<file path="src/rtl/cla_pkg.sv">
// Shared types and helpers for the Kogge-Stone prefix adder: the (g, p) pair,
// the prefix combine operator and level/span derivation.
package cla_pkg;

    typedef struct packed {
        logic g;
        logic p;
    } gp_t;

    // Associative prefix operator: hi covers the more significant bit range.
    function automatic gp_t gp_combine(input gp_t hi, input gp_t lo);
        gp_t res;
        res.g = hi.g | (hi.p & lo.g);
        res.p = hi.p & lo.p;
        return res;
    endfunction

    function automatic int levels_for(input int width);
        return $clog2(width);
    endfunction

    // Distance between combined bits at prefix level l (1-based).
    function automatic int level_span(input int l);
        return 1 << (l - 1);
    endfunction

endpackage

</file>
<file path="src/rtl/cla_gen_prop.sv">
// Two-input generate/propagate combine cell used at every prefix node.
module cla_gen_prop
    import cla_pkg::*;
(
    input  gp_t hi,
    input  gp_t lo,
    output gp_t res
);

    assign res = gp_combine(hi, lo);

endmodule

</file>
<file path="src/rtl/cla_pipe_adder.sv">
// Pipelined Kogge-Stone adder: pg stage, one register per prefix level and a
// registered sum stage, all advancing together under a global valid/ready stall.
module cla_pipe_adder
    import cla_pkg::*;
#(
    parameter int WIDTH = 16
) (
    input  logic             clk,
    input  logic             rst,
    input  logic             in_valid,
    output logic             in_ready,
    input  logic [WIDTH-1:0] in_a,
    input  logic [WIDTH-1:0] in_b,
    input  logic             in_cin,
    output logic             out_valid,
    input  logic             out_ready,
    output logic [WIDTH-1:0] out_sum,
    output logic             out_cout,
    output logic             out_ovf
);

    localparam int LEVELS = levels_for(WIDTH);

    logic             adv;
    logic [LEVELS:0]  valid_reg;
    gp_t              gp_reg   [0:LEVELS][WIDTH-1:0];
    gp_t              gp_next  [0:LEVELS][WIDTH-1:0];
    logic [WIDTH-1:0] p_reg    [0:LEVELS];
    logic             cin_reg  [0:LEVELS];
    logic [WIDTH:0]   carry;
    logic [WIDTH-1:0] last_p_unused;

    logic             out_valid_reg;
    logic [WIDTH-1:0] out_sum_reg;
    logic             out_cout_reg;
    logic             out_ovf_reg;

    assign adv      = ~out_valid_reg | out_ready;
    assign in_ready = adv & ~rst;

    // Stage 0 inputs: bitwise g/p, with carry-in folded into bit 0's generate.
    generate
        for (genvar gi = 0; gi < WIDTH; gi++) begin : g_pg
            if (gi == 0) begin : g_bit0
                assign gp_next[0][gi] = '{g: (in_a[gi] & in_b[gi]) | ((in_a[gi] ^ in_b[gi]) & in_cin),
                                          p: in_a[gi] ^ in_b[gi]};
            end else begin : g_bitn
                assign gp_next[0][gi] = '{g: in_a[gi] & in_b[gi], p: in_a[gi] ^ in_b[gi]};
            end
        end
    endgenerate

    generate
        for (genvar li = 1; li <= LEVELS; li++) begin : g_level
            localparam int SPAN = level_span(li);
            for (genvar gi = 0; gi < WIDTH; gi++) begin : g_node
                if (gi >= SPAN) begin : g_comb
                    cla_gen_prop u_cell (
                        .hi  (gp_reg[li-1][gi]),
                        .lo  (gp_reg[li-1][gi-SPAN]),
                        .res (gp_next[li][gi])
                    );
                end else begin : g_pass
                    assign gp_next[li][gi] = gp_reg[li-1][gi];
                end
            end
        end
    endgenerate

    always_ff @(posedge clk) begin
        if (rst) begin
            valid_reg <= '0;
        end else if (adv) begin
            valid_reg <= {valid_reg[LEVELS-1:0], in_valid & in_ready};
        end
    end

    // Datapath registers carry no reset; bubbles are tracked by valid_reg alone.
    always_ff @(posedge clk) begin
        if (adv) begin
            gp_reg[0]  <= gp_next[0];
            p_reg[0]   <= in_a ^ in_b;
            cin_reg[0] <= in_cin;
            for (int s = 1; s <= LEVELS; s++) begin
                gp_reg[s]  <= gp_next[s];
                p_reg[s]   <= p_reg[s-1];
                cin_reg[s] <= cin_reg[s-1];
            end
        end
    end

    // After the last level G_i is the carry into bit i+1; final P is not needed.
    assign carry[0] = cin_reg[LEVELS];
    generate
        for (genvar gi = 0; gi < WIDTH; gi++) begin : g_carry
            assign carry[gi+1]       = gp_reg[LEVELS][gi].g;
            assign last_p_unused[gi] = gp_reg[LEVELS][gi].p;
        end
    endgenerate

    always_ff @(posedge clk) begin
        if (rst) begin
            out_valid_reg <= 1'b0;
            out_sum_reg   <= '0;
            out_cout_reg  <= 1'b0;
            out_ovf_reg   <= 1'b0;
        end else if (adv) begin
            out_valid_reg <= valid_reg[LEVELS];
            out_sum_reg   <= p_reg[LEVELS] ^ carry[WIDTH-1:0];
            out_cout_reg  <= carry[WIDTH];
            out_ovf_reg   <= carry[WIDTH] ^ carry[WIDTH-1];
        end
    end

    assign out_valid = out_valid_reg;
    assign out_sum   = out_sum_reg;
    assign out_cout  = out_cout_reg;
    assign out_ovf   = out_ovf_reg;

endmodule

</file>
<file path="config.mk">
export PLATFORM = sky130hd
export DESIGN_NAME = cla_pipe_adder
export DESIGN_NICKNAME = d
export VERILOG_FILES = /design/src/rtl/cla_pkg.sv /design/src/rtl/cla_gen_prop.sv /design/src/rtl/cla_pipe_adder.sv
export SDC_FILE = /design/constraint.sdc
export NUM_CORES = 1
export LEC_CHECK = 0
export CORE_UTILIZATION = 38
export CTS_BUF_LIST = sky130_fd_sc_hd__clkbuf_8
export CTS_CLUSTER_DIAMETER = 120
export CTS_CLUSTER_SIZE = 20
export DETAILED_ROUTE_END_ITERATION = 7
export PLACE_DENSITY_LB_ADDON = 0.25
export RECOVER_POWER = 25
export SYNTH_ARGS = -nofsm -noshare
export SYNTH_HDL_FRONTEND = slang
export SYNTH_SLANG_ARGS = --single-unit
</file>
<file path="constraint.sdc">
create_clock -name clk -period 4.3 [get_ports clk]
set_input_delay 0.645 -clock clk [delete_from_list [all_inputs] [get_ports clk]]
set_output_delay 0.645 -clock clk [all_outputs]
set_load 0.02 [all_outputs]
</file>
Word level (Yosys, flattened, before mapping):

Memories as Yosys holds them, arrays and structs flattened.
Cells that the tools add are included.

* input port bits: 37
* logic and storage cells: 199
* bits in registers: 24
* memories kept: 3
* RAM bits: 245
* output and inout bits: 20

* muxes and demuxes: 2
* bitwise operators: 189

Memory list
* gp_reg: words 5, width 32, read ports 5, clocked after memory_dff 0, write ports 5, RTL line cla_pipe_adder.sv:26 `gp_t gp_reg [0:LEVELS][WIDTH-1:0];`
* p_reg: words 5, width 16, read ports 5, clocked after memory_dff 0, write ports 5, RTL line cla_pipe_adder.sv:28 `logic [WIDTH-1:0] p_reg [0:LEVELS];`
* cin_reg: words 5, width 1, read ports 5, clocked after memory_dff 0, write ports 5, RTL line cla_pipe_adder.sv:29 `logic cin_reg [0:LEVELS];`

Operator list (count)
* AND 1 bit: 117
* bitwise OR 1 bit: 51
* bitwise XOR 16 bit: 2
* bitwise XOR 1 bit: 17
* two-way mux 1 bit: 2
* inverter 1 bit: 2

Logic depth before layout (Yosys ltp):

Gate-level depths: netlist of the first run.

* depth in word-level cells: 4
* mapped depth: 6
* depth with buffers taken out: 4

Modules after synthesis:

From an unflattened synthesis of the first run, not the netlist that was laid out.

* cell total of the unflattened synthesis: 431
* area, all modules: 8350.5 um^2

Modules (own cells, without submodules)
* cla_pipe_adder: cells each 333, times used 1, area each 7614.8 um^2, sequential area each 6786.5 um^2
* cla_gen_prop: cells each 2, times used 49, area each 15.0 um^2, sequential area each 0.0 um^2

Worst setup path before layout of the first run:

OpenSTA, ideal clock, no wires.

* path kind: input port to flip-flop
* start point: in out_ready
* end point: mem cin_reg[0][0] (enable)
* data arrival time: 1.889 ns
* path buffers: 2
* stages: 4
* required time: 3.896 ns
* library setup time: 0.404 ns
* slack: 2.007 ns
* cells stage by stage: nor2b_4 > buf_6 > inv_6 > buf_6

RTL lines
* start, declared: RTL line cla_pipe_adder.sv:16 `input logic out_ready,`
* end, declared: RTL line cla_pipe_adder.sv:29

Worst setup path in the final report of the first run:

* start point: in rst
* end point: out in_ready

* cells in the longest elaborated chain, start to end: 2

Ends and longest elaborated chain
* start, declared: RTL line cla_pipe_adder.sv:9 `input logic rst,`
* inverter 1 bit: RTL line cla_pipe_adder.sv:39 `assign in_ready = adv & ~rst;`
* AND 1 bit: RTL line cla_pipe_adder.sv:39
* end, declared: RTL line cla_pipe_adder.sv:11 `output logic in_ready,`

Every way passes these cells.

==> impl_metrics.env, run 1 <==
export IMPL_status="finished clean"
export IMPL_gp_congestion=0.7151
export IMPL_synthTopCellsByArea="edfxtp_1 (76%), dfxtp_1 (6.1%), a21o_1 (4.8%), a211oi_2 (2.7%), and2_1 (2.7%)"
export IMPL_ir_drop_v=0.0002699
export IMPL_dieWidth_um=145.9
export IMPL_ant_nets=0
export IMPL_largest_register_ff_count=114
export IMPL_drt_iter0_drc=215
export IMPL_clock_sinks=223
export IMPL_portBuffers=56
export IMPL_drt_wl_total_um=10620
export IMPL_cp_start_kind="primary input"
export IMPL_power_density_nw_per_um2=438.9
export IMPL_required_ns=3.65
export IMPL_fin_skew_ns=0.02607
export IMPL_num_io_pins=57
export IMPL_cp_end_kind="primary output"
export IMPL_netlist_area_um2=7865
export IMPL_clkTransAtPathRegs_ns=0.11
export IMPL_yosysWarningCount=0
export IMPL_drive_above_1_share_pct=9.812
export IMPL_grt_pass1_wl_um=17490
export IMPL_ys_seq_area_share_pct=82.09
export IMPL_worst_hold_slack_ns=0.4238
export IMPL_start_util_pct=38.87
export IMPL_grt_max_degree=93
export IMPL_via_per_inst=4.434
export IMPL_nNetsFinal=528
export IMPL_hpwl_um=6967
export IMPL_core_area_um2=20230
export IMPL_netlist_instances=405
export IMPL_leakage_nw=3.552
export IMPL_dieArea_um2=21280
export IMPL_final_common_cell="edfxtp_1"
export IMPL_finalHoldViolations=0
export IMPL_vias=3321
export IMPL_clockBufferDepth=3
export IMPL_max_freq_mhz=365.9
export IMPL_final_period_utilization_pct=63.56
export IMPL_numCtsBuffers=15
export IMPL_crit_type="primary input to primary output"
export IMPL_grt_util_all_layers_pct=10.27
export IMPL_period_minus_slack_ns=2.733
export IMPL_syn_avg_cell_area_um2=19.42
export IMPL_drv_slew=0
export IMPL_hold_buffers=0
export IMPL_cts_tree="done"
export IMPL_first_global_vias=3463
export IMPL_antenna_cells=0
export IMPL_root_buffer="clkbuf_8"
export IMPL_final_cell_mix="edfxtp_1 (199), clkdlybuf4s50_1 (55), a21o_1 (50)"
export IMPL_worst_ep_arrival_time_ns=2.09
export IMPL_wl_per_cell_um=14.17
export IMPL_yosys_area_top_type="edfxtp_1"
export IMPL_slew_headroom_pct=57.95
export IMPL_grt_ovfl_total=0
export IMPL_first_pass_iters=4
export IMPL_cap_violations=0
export IMPL_htreeDepth=1
export IMPL_drc=0
export IMPL_post_cts_buffers=0
export IMPL_setup_tns_ns=0
export IMPL_rows=52
export IMPL_synth_seq_cells=223
export IMPL_synth_nets=458
export IMPL_antenna_found_initial=0
export IMPL_setup_viol=0
export IMPL_worstSkewPairLatency_ns=0.50
export IMPL_hold_class="flip-flop to flip-flop"
export IMPL_crit_fanout=25
export IMPL_grt_setup_unrepaired="no"
export IMPL_worst_pin_slew_ns=0.6308
export IMPL_cts_resized=0
export IMPL_netlist_area_leader_share_pct=75.98
export IMPL_die_h_um=145.9
export IMPL_yosysUniqueCellTypes=15
export IMPL_area_growth_pct=14.35
worst max-delay path: stages:
cell             delay [ns]
clkdlybuf4s50_1        0.46
buf_4                  0.34
nor2_1                 0.09
clkdlybuf4s50_1        0.54
final timing paths:
kind	from	end	slack, ns	cells past startpoint
worst max register to register	out_valid	out_sum[9]	2.49	5
worst min-delay path	p_reg[0][45]	p_reg[0][61]	0.42	0
worst min register to register	p_reg[0][45]	p_reg[0][61]	0.42	0
worst max-delay path	rst	in_ready	1.57	4
layer usage:
layer	track usage [%]	up-vias	routed length, um	share of wire [%]
li1	-	1657	-	-
met1	13.21	1591	4932	46
met2	17.08	57	5084	48
met5	0	-	0	0
met3	2.163	16	386	3.6
met4	3.947	0	214	2.0
cell families (layout without fill, tap and decap cells):
| family | count (synthesis) | count (layout) | share of synthesized area [%] |
|---|---|---|---|
| buffers and inverters | 9 | 83 | 1.018 |
| AO/OA/AOI/OAI | 73 | 73 | 7.859 |
| XOR/XNOR | 17 | 17 | 1.893 |
| adder cells (fa/ha/maj) | 16 | 16 | 2.545 |
| AND/OR/NAND/NOR | 67 | 67 | 4.597 |
| flip-flops | 223 | 223 | 82.09 |
area by class of cell:
type,count,area (um^2)
sequential,223,6456
clock inverter,6,42.54
fill,1753,11240
clock buffer,15,206.4
timing repair buffer,61,610.6
inverter,1,11.26
multi-input combinational,173,1329
tap,270,337.8
where the power goes:
part	total, mW	switching [mW]	internal (mW)
Clock	0.954	0.615	0.339
Combinational	0.275	0.110	0.165
Sequential	2.72	0.112	2.61
Total	3.95	0.837	3.11
through the flow:
step	cell area (um^2)	power [mW]	setup slack, ns	std cells	util (%)
after detailed placement	8745	3.055	1.569	728	43.22
after floorplan	7865	2.891	2.007	405	-
final	8994	3.947	1.567	749	44.45
after CTS	8994	4.016	1.557	749	44.45
after global placement	8745	3.048	1.571	728	43.22
after global routing	8994	4.122	1.493	749	44.45
synth_stat cells:
cell type	count
a211oi_2	17
a21o_1	50
a21oi_1	6
and2_1	34
buf_2	3
buf_6	5
dfxtp_1	24
edfxtp_1	199
ha_1	16
inv_6	1
nand2_1	12
nor2_1	14
nor2_2	6
nor2b_4	1
xnor2_1	17
(Power assumes the default switching activity.)
==> run 2, diff against run 1 <==
Clock period 4.3 ns to 2.8 ns, I/O delays scaled along.
==> run 2 against run 1 <==
  * Critical path depth unchanged
  * Global-route usage up 0.053 points
  * Core utilization up 0.34 points
  * Total power up 54%
  * First-iteration DRC count down 17%
==> impl_metrics.env, run 2 (synthesized netlist as in run 1, its figures left out) <==
export IMPL_final_period_utilization_pct=78.13
export IMPL_crit_fanout=9
export IMPL_numCtsBuffers=15
export IMPL_cp_start_kind="primary input"
export IMPL_die_h_um=145.9
export IMPL_critPathMaxStageDelay_ns=0.54
export IMPL_vias=3322
export IMPL_cp_end_kind="primary output"
export IMPL_cts_tree="done"
export IMPL_rows=52
export IMPL_crit_type="primary input to primary output"
export IMPL_clkTransAtPathRegs_ns=0.12
export IMPL_min_to="p_reg[0][49]"
export IMPL_ir_drop_v=0.0002218
export IMPL_antenna_cells=0
export IMPL_htreeDepth=1
export IMPL_final_common_cell="edfxtp_1"
export IMPL_max_freq_mhz=457.1
export IMPL_grt_max_degree=80
export IMPL_finalHoldViolations=0
export IMPL_hold_class="flip-flop to flip-flop"
export IMPL_required_ns=2.38
export IMPL_cp_slowest_cell="clkdlybuf4s50_1"
export IMPL_via_per_inst=4.377
export IMPL_power_density_nw_per_um2=670.3
export IMPL_antenna_found_initial=0
export IMPL_hold_buffers=0
export IMPL_gp_congestion=0.6942
export IMPL_grt_setup_unrepaired="no"
export IMPL_leakage_nw=3.615
export IMPL_grt_ovfl_total=0
export IMPL_setup_tns_ns=0
export IMPL_slew_headroom_pct=63.92
export IMPL_drt_wl_total_um=10570
export IMPL_portBuffers=56
export IMPL_cts_resized=0
export IMPL_fin_skew_ns=0.01542
export IMPL_worstRegToRegCells=3
export IMPL_reg2reg_from="out_valid"
export IMPL_drive_above_1_share_pct=10.63
export IMPL_drc=0
export IMPL_dieArea_um2=21280
export IMPL_status="finished clean"
export IMPL_setup_viol=0
export IMPL_nNetsFinal=534
export IMPL_drv_slew=0
export IMPL_first_pass_iters=4
export IMPL_r2r_end="p_reg[0][8]"
export IMPL_post_cts_buffers=0
export IMPL_clockBufferDepth=3
export IMPL_clock_sinks=223
export IMPL_largest_register_ff_count=114
export IMPL_cap_violations=0
export IMPL_cp_cell_sequence="clkdlybuf4s50_1, nor2b_4, nor2_1, clkdlybuf4s50_1"
export IMPL_first_global_vias=3519
export IMPL_worst_ep_arrival_time_ns=1.77
export IMPL_dieWidth_um=145.9
export IMPL_period_minus_slack_ns=2.188
export IMPL_grt_util_all_layers_pct=10.33
export IMPL_hpwl_um=7074
export IMPL_min_path_cells=0
export IMPL_ant_nets=0
export IMPL_worst_hold_slack_ns=0.4257
export IMPL_num_io_pins=57
export IMPL_drt_iter0_drc=178
export IMPL_wl_per_cell_um=13.93
export IMPL_root_buffer="clkbuf_8"
export IMPL_worst_pin_slew_ns=0.5413
export IMPL_ff2ff_setup_slack_ns=1.24
export IMPL_start_util_pct=38.87
export IMPL_grt_pass1_wl_um=17700
export IMPL_area_growth_pct=15.22
export IMPL_fin_total_pwr_mw=6.075
export IMPL_core_area_um2=20230
export IMPL_hold_path_startpoint="p_reg[0][33]"
export IMPL_final_cell_mix="edfxtp_1 (199), a21o_1 (50), clkdlybuf4s50_1 (40)"
export IMPL_crit_top_cell="clkdlybuf4s50_1"
export IMPL_worstSkewPairLatency_ns=0.49
## run 2: cell types whose count changed in the layout (fill, tap and decap cells not counted)
cell	delta
inv_1	+5
buf_12	+1
dlygate4sd3_1	+15
and2_1	+1
clkdlybuf4s50_1	-15
clkinvlp_4	-1
buf_4	+5
and2_0	-1
## run 2: routing by layer
metal / vias up / part of all wire [%] / GRT usage [%]
li1: 1676 / - / -
met1: 1567 / 45 / 13.27
met2: 59 / 48 / 17.46
met3: 20 / 4.5 / 2.006
met4: 0 / 2.1 / 3.632
met5: - / 0 / 0
## run 2: stage by stage
step	setup slack, ns	std cells	utilization, %	cell area [um^2]
floorplan	0.6738	405	-	7865
global placement	0.6251	734	43.50	8802
detailed placement	0.6026	734	43.50	8802
CTS	0.5795	759	44.79	9062
global route	0.5280	759	44.79	9062
finish	0.6122	759	44.79	9062
## run 2: worst max path at each step
stage | startpoint | endpoint | slack [ns] | cells after the start
2_1_floorplan | out_valid | cin_reg[0][0] | 0.67 | 4
3_3_place_gp | out_ready | in_ready | 0.63 | 4
3_5_place_dp | out_ready | in_ready | 0.60 | 4
4_1_cts | out_valid | in_ready | 0.58 | 3
5_1_grt | out_valid | in_ready | 0.53 | 3
6_report | out_ready | in_ready | 0.61 | 4
## run 2: final cells by class
cell class | instances | area [um^2]
fill | 1745 | 11170
sequential | 223 | 6456
multi-input combinational | 173 | 1329
timing repair buffer | 67 | 668.1
tap | 270 | 337.8
clock buffer | 15 | 206.4
clock inverter | 10 | 53.80
inverter | 1 | 11.26
## run 2: where the power goes
part / switching [mW] / leakage [nW] / total [mW] / internal [mW]
clock network: 0.959 / 0.166 / 1.48 / 0.525
registers: 0.171 / 2.39 / 4.17 / 4.00
logic: 0.167 / 1.06 / 0.417 / 0.250
total: 1.30 / 3.61 / 6.07 / 4.78
## run 2: critical path, delay by kind of cell
| family | cells | cell delay, ns |
|---|---|---|
| buf+inv | 2 | 0.99 |
| simple gates | 2 | 0.37 |
